<file path="src/rtl/window3x3_stream_if.sv">
// rtl/window3x3_stream_if.sv - pixel-in / 3x3-window-out bundle for window3x3_stream
interface window3x3_stream_if #(
    parameter int DATA_W = 8,
    parameter int IMG_W  = 64,
    parameter int IMG_H  = 64,
    parameter int CW     = $clog2(IMG_W),
    parameter int RW     = $clog2(IMG_H)
);
    logic              in_valid;
    logic              in_sof;
    logic [DATA_W-1:0] in_data;
    logic [DATA_W-1:0] out1, out2, out3, out4, out5, out6, out7, out8, out9;
    logic              out_valid;
    logic              out_last;
    logic [RW-1:0]     out_row;
    logic [CW-1:0]     out_col;

    modport master (
        output in_valid, in_sof, in_data,
        input  out1, out2, out3, out4, out5, out6, out7, out8, out9,
        input  out_valid, out_last, out_row, out_col
    );

    modport slave (
        input  in_valid, in_sof, in_data,
        output out1, out2, out3, out4, out5, out6, out7, out8, out9,
        output out_valid, out_last, out_row, out_col
    );
endinterface

</file>
<file path="src/rtl/window3x3_stream.sv">
// rtl/window3x3_stream.sv - streaming 3x3 neighbourhood generator with two line buffers
module window3x3_stream #(
    parameter int DATA_W = 8,
    parameter int IMG_W  = 64,
    parameter int IMG_H  = 64,
    parameter int CW     = $clog2(IMG_W),
    parameter int RW     = $clog2(IMG_H)
) (
    input  logic clk,
    input  logic rst,
    window3x3_stream_if.slave bus
);
    localparam logic [CW-1:0] COL_LAST = CW'(IMG_W - 1);
    localparam logic [RW-1:0] ROW_LAST = RW'(IMG_H - 1);

    logic [CW-1:0]     col, col_eff, out_col_q;
    logic [RW-1:0]     row, row_eff, out_row_q;
    logic [DATA_W-1:0] lb0 [IMG_W];
    logic [DATA_W-1:0] lb1 [IMG_W];
    logic [DATA_W-1:0] lb0_rd, lb1_rd;
    logic [DATA_W-1:0] w0 [3];
    logic [DATA_W-1:0] w1 [3];
    logic [DATA_W-1:0] w2 [3];
    logic              valid_q, last_q;
    logic              accept;

    assign accept = bus.in_valid;

    // A start-of-frame pixel always lands at (0,0), whatever the counters say.
    always_comb begin
        col_eff = col;
        row_eff = row;
        if (bus.in_sof) begin
            col_eff = '0;
            row_eff = '0;
        end
    end

    assign lb0_rd = lb0[col_eff];
    assign lb1_rd = lb1[col_eff];

    // Line buffers are left uncleared; rows 0/1 of every frame rewrite them before use.
    always_ff @(posedge clk) begin
        if (!rst && accept) begin
            lb1[col_eff] <= lb0_rd;
            lb0[col_eff] <= bus.in_data;
        end
    end

    always_ff @(posedge clk) begin
        if (rst) begin
            col       <= '0;
            row       <= '0;
            valid_q   <= 1'b0;
            last_q    <= 1'b0;
            out_row_q <= '0;
            out_col_q <= '0;
            for (int i = 0; i < 3; i++) begin
                w0[i] <= '0;
                w1[i] <= '0;
                w2[i] <= '0;
            end
        end else begin
            valid_q <= 1'b0;
            last_q  <= 1'b0;
            if (accept) begin
                w0[0] <= w0[1];  w0[1] <= w0[2];  w0[2] <= lb1_rd;
                w1[0] <= w1[1];  w1[1] <= w1[2];  w1[2] <= lb0_rd;
                w2[0] <= w2[1];  w2[1] <= w2[2];  w2[2] <= bus.in_data;
                valid_q   <= (row_eff >= RW'(2)) && (col_eff >= CW'(2));
                last_q    <= (row_eff == ROW_LAST) && (col_eff == COL_LAST);
                out_row_q <= row_eff - RW'(1);
                out_col_q <= col_eff - CW'(1);
                if (col_eff == COL_LAST) begin
                    col <= '0;
                    row <= (row_eff == ROW_LAST) ? '0 : row_eff + RW'(1);
                end else begin
                    col <= col_eff + CW'(1);
                    row <= row_eff;
                end
            end
        end
    end

    assign bus.out1      = w0[0];
    assign bus.out2      = w0[1];
    assign bus.out3      = w0[2];
    assign bus.out4      = w1[0];
    assign bus.out5      = w1[1];
    assign bus.out6      = w1[2];
    assign bus.out7      = w2[0];
    assign bus.out8      = w2[1];
    assign bus.out9      = w2[2];
    assign bus.out_valid = valid_q;
    assign bus.out_last  = last_q;
    assign bus.out_row   = out_row_q;
    assign bus.out_col   = out_col_q;
endmodule

</file>
<file path="src/flat_wrapper.sv">
// flat-port wrapper written by rule: the top's interface ports become plain ports
module window3x3_stream_flat 
#(
    parameter int DATA_W = 8,
    parameter int IMG_W  = 64,
    parameter int IMG_H  = 64,
    parameter int CW     = $clog2(IMG_W),
    parameter int RW     = $clog2(IMG_H)
)
  (clk, rst, bus_in_valid, bus_in_sof, bus_in_data, bus_out1, bus_out2, bus_out3, bus_out4, bus_out5, bus_out6, bus_out7, bus_out8, bus_out9, bus_out_valid, bus_out_last, bus_out_row, bus_out_col);
  window3x3_stream_if #(.DATA_W(DATA_W), .IMG_W(IMG_W), .IMG_H(IMG_H), .CW(CW), .RW(RW)) bus_i ();
  input  logic clk;
  input  logic rst;
  input wire logic [$bits(bus_i.in_valid)-1:0] bus_in_valid;
  input wire logic [$bits(bus_i.in_sof)-1:0] bus_in_sof;
  input wire logic [$bits(bus_i.in_data)-1:0] bus_in_data;
  output wire logic [$bits(bus_i.out1)-1:0] bus_out1;
  output wire logic [$bits(bus_i.out2)-1:0] bus_out2;
  output wire logic [$bits(bus_i.out3)-1:0] bus_out3;
  output wire logic [$bits(bus_i.out4)-1:0] bus_out4;
  output wire logic [$bits(bus_i.out5)-1:0] bus_out5;
  output wire logic [$bits(bus_i.out6)-1:0] bus_out6;
  output wire logic [$bits(bus_i.out7)-1:0] bus_out7;
  output wire logic [$bits(bus_i.out8)-1:0] bus_out8;
  output wire logic [$bits(bus_i.out9)-1:0] bus_out9;
  output wire logic [$bits(bus_i.out_valid)-1:0] bus_out_valid;
  output wire logic [$bits(bus_i.out_last)-1:0] bus_out_last;
  output wire logic [$bits(bus_i.out_row)-1:0] bus_out_row;
  output wire logic [$bits(bus_i.out_col)-1:0] bus_out_col;
  assign bus_i.in_valid = bus_in_valid;
  assign bus_i.in_sof = bus_in_sof;
  assign bus_i.in_data = bus_in_data;
  assign bus_out1 = bus_i.out1;
  assign bus_out2 = bus_i.out2;
  assign bus_out3 = bus_i.out3;
  assign bus_out4 = bus_i.out4;
  assign bus_out5 = bus_i.out5;
  assign bus_out6 = bus_i.out6;
  assign bus_out7 = bus_i.out7;
  assign bus_out8 = bus_i.out8;
  assign bus_out9 = bus_i.out9;
  assign bus_out_valid = bus_i.out_valid;
  assign bus_out_last = bus_i.out_last;
  assign bus_out_row = bus_i.out_row;
  assign bus_out_col = bus_i.out_col;
  window3x3_stream #(.DATA_W(DATA_W), .IMG_W(IMG_W), .IMG_H(IMG_H), .CW(CW), .RW(RW)) u_core (.clk(clk), .rst(rst), .bus(bus_i));
endmodule
</file>
<file path="config.mk">
export PLATFORM = sky130hd
export DESIGN_NAME = window3x3_stream_flat
export DESIGN_NICKNAME = d
export VERILOG_FILES = /design/src/rtl/window3x3_stream_if.sv /design/src/rtl/window3x3_stream.sv /design/src/flat_wrapper.sv
export SDC_FILE = /design/constraint.sdc
export NUM_CORES = 1
export LEC_CHECK = 0
export ABC_AREA = 1
export CAP_MARGIN = 20
export CELL_PAD_IN_SITES_DETAIL_PLACEMENT = 2
export CELL_PAD_IN_SITES_GLOBAL_PLACEMENT = 2
export CORE_MARGIN = 2
export CORE_UTILIZATION = 35
export CTS_BUF_LIST = sky130_fd_sc_hd__clkbuf_8
export DETAILED_ROUTE_END_ITERATION = 12
export MAX_ROUTING_LAYER = met4
export PLACE_DENSITY = 0.74
export SYNTH_ARGS = -nofsm -noshare
export SYNTH_HDL_FRONTEND = slang
export SYNTH_SLANG_ARGS = --single-unit
</file>
<file path="constraint.sdc">
create_clock -name clk -period 4.85 [get_ports clk]
set_input_delay 0.97 -clock clk [delete_from_list [all_inputs] [get_ports clk]]
set_output_delay 0.97 -clock clk [all_outputs]
set_load 0.1 [all_outputs]
</file>
==> impl_metrics.toml <==
[run_status]
status = "finished, final reports clean"

[cts]
cts_tree = "yes"
cts_max_path_buffers = 3
cts_made_buffers = 190
clockRootBuffer = "clkbuf_8"
post_cts_buffers = 0
path_clk_slew_ns = 0.06
cts_htree_levels = 4
clock_latency_ns = 0.94
cts_resized = 0
numClockSinks = 1121
ctsHoldBuffers = 0

[drt]
drcViolationCount = 0
ant_nets = 0
routed-via-count = 34315
wl_um = 170000
wire_per_inst_um = 25.6
detail_route.vias_per_cell = 5.17
drt_iter0_drc = 2774
dr.pass1.iters = 5

[global_route]
antenna_found_initial = 5
grt_pass1_wl_um = 249000
grt_overflow_total = 0
grt_pass1_vias = 37876
track_usage = 0.257
grt_max_degree = 94
global_route.usage.met3 = 0.0362
grt_busiest_layer = "met2"
met1_usage = 0.316
met2_usage = 0.430

[layout]
syn2layout_area_growth_pct = 16.6
fin_cells = 6635
final.fill_count = 13917
drive_above_1_share = 0.100
multi_input_area_um2 = 11500
nNetsFinal = 4736
stdcell_area_um2 = 54300
seqCellArea_um2 = 33400
post-route-util = 0.412

[synthesis]
yosys_warnings = 0
synth_common_cells = "2366 x nand2_1, 1096 x edfxtp_1, 225 x nand3_1, 199 x nor2_1, 158 x inv_1"
async_reset_ff_frac = 0
synth-main-ff-cell = "edfxtp_1"
syn_nets = 4428
synth_cell_types = 31
yosysMostFrequentCell = "nand2_1"
synth_area_leaders = "edfxtp_1 71%, nand2_1 19%, nand3_1 2.4%, nor2_1 1.6%, buf_2 1.3%"
postSynthCellCount = 4412
synth_top_cell_area_share = 0.707
synth_seq_cells = 1121
synth_area_leader_cell = "edfxtp_1"
ys_seq_area_frac = 0.718
synth_area_um2 = 46500
synth.avg_cell_area_um2 = 10.5
synth_edf_count = 1096

[min_path]
hold_depth = 1
min-delay-start = "bus_in_data[2]"
hold_class = "in -> reg"
hold_path_end = "u_core.lb0[51][2]$_DFFE_PP_"

[sta]
fmax_mhz = 242
whs_ns = 0.435
worst_slack_ns = 0.725
finalCritPeriodShare = 0.850
tightest_slew_ns = 1.12
final_max_slew_viol_count = 0
tns_ns = 0
finalHoldViolations = 0
rsz0062_at_grt = "no"
min_period_ns = 4.12
relSlewSlack = 0.252
setup_viol = 0
clock-skew-final_ns = 0.0398

[place]
port_buffers = 97
pre_cts_ws_ns = -0.0431
dpl.cell_count = 6281
place.gp.congestion = 0.806
placed_area_um2 = 50900
dp_hpwl_um = 104000

[worst_setup_path]
slowest_stage = "clkdlybuf4s50_1"
setup.worst_path.class = "reg -> out"
r2r-end = "u_core.lb1[2][7]$_DFFE_PP_"
cp.arrival_ns = 3.15
critPathMaxFanout = 34
required_ns = 3.88
crit_chain = "buf_4 > clkdlybuf4s50_1"
worstReg2RegStart = "u_core.col[1]$_SDFFE_PP0P_"
rr_worst_depth = 13
max_stage_delay_ns = 1.30
start_kind = "flip-flop"
r2r_slack_ns = 1.08
worstSetupEndpointType = "primary output"

[die]
die_area_um2 = 136000
rows = 133
initial_core_util = 0.353
core_um2 = 132000
ios = 98
die_w_um = 369
die-height_um = 369

[power_and_ir_drop]
p_per_area_nw_per_um2 = 373
power.total_mw = 20.2
p_leak_nw = 21.9
irDropWorstVdd_mv = 0.297

[run]
drv_cap = 0
## critical path: cells and delay by family, from the launching register on
family / cells / cell delay (ns)
flip-flops: 1 / 0.37
buffers and inverters: 2 / 1.82
## flip-flops by register name, summed over array words and instances (netlist names)
name and flops:
u_core.bus.out_col 6, u_core.bus.out_last 1, u_core.bus.out_row 6, u_core.bus.out_valid 1
u_core.col 5, u_core.lb0 512, u_core.lb1 512, u_core.row 6
u_core.w0 24, u_core.w1 24, u_core.w2 24
## cells by family after synthesis
kind of cell	share of synthesized area
compound gates	0.00836
buf+inv	0.0362
fa+ha+maj	0.00108
simple gates	0.236
xor+xnor	0.000188
flops	0.718
## report_power, final
| part | switching, mW | internal, mW | total (mW) | leakage [nW] |
|---|---|---|---|---|
| sequential | 0.0412 | 10.8 | 10.8 | 10.2 |
| combinational | 1.25 | 0.350 | 1.60 | 9.73 |
| clock | 4.11 | 3.73 | 7.84 | 1.94 |
## layout by cell type (no fill, tap or decap), drive strengths merged
cell	count
clkbuf	191
a221oi	1
diode	5
nand4	15
a22o	2
edfxtp	1096
xnor2	1
a21oi	42
clkinvlp	4
o32ai	1
clkinv	76
ha	4
o21ai	16
nor3	6
buf	242
clkdlybuf4s50	89
inv	249
nand2	2368
bufinv	1
nand3	225
nor2	208
dfxtp	25
o22ai	4
o221ai	1
and2	5
a32o	3
## how the worst max path moves through the flow
stage / start / slack [ns] / to / cells past startpoint
2_1_floorplan: bus_in_valid / 1.17 / u_core.w0[0][0]$_SDFFCE_PN0P_ / 3
4_1_cts: u_core.bus.out_col[0]$_SDFFE_PP0P_ / 0.65 / bus_out_col[0] / 2
3_5_place_dp: bus_in_sof / -0.04 / u_core.lb1[12][6]$_DFFE_PP_ / 13
3_3_place_gp: bus_in_sof / 0.04 / u_core.lb1[29][6]$_DFFE_PP_ / 13
6_report: u_core.bus.out_col[0]$_SDFFE_PP0P_ / 0.73 / bus_out_col[0] / 2
5_1_grt: u_core.bus.out_col[0]$_SDFFE_PP0P_ / 0.67 / bus_out_col[0] / 2
## layer usage
metal  vias to the layer above  wire length, um
li1                      15122                -
met1                     17911            70200
met2                       997            84800
met3                       285             8760
met4                         0             5890
met5                         -                0
## area by class of cell
cell class	count	share of cell area
flip-flops and latches	1121	0.616
multi-input cells	2902	0.211
repair buffers	331	0.0583
clock buffers	191	0.0484
well taps	1755	0.0405
clock inverters	156	0.0134
inverters	174	0.0121
diodes	5	0.000231
No activity file was read; power rests on OpenSTA's default activity.
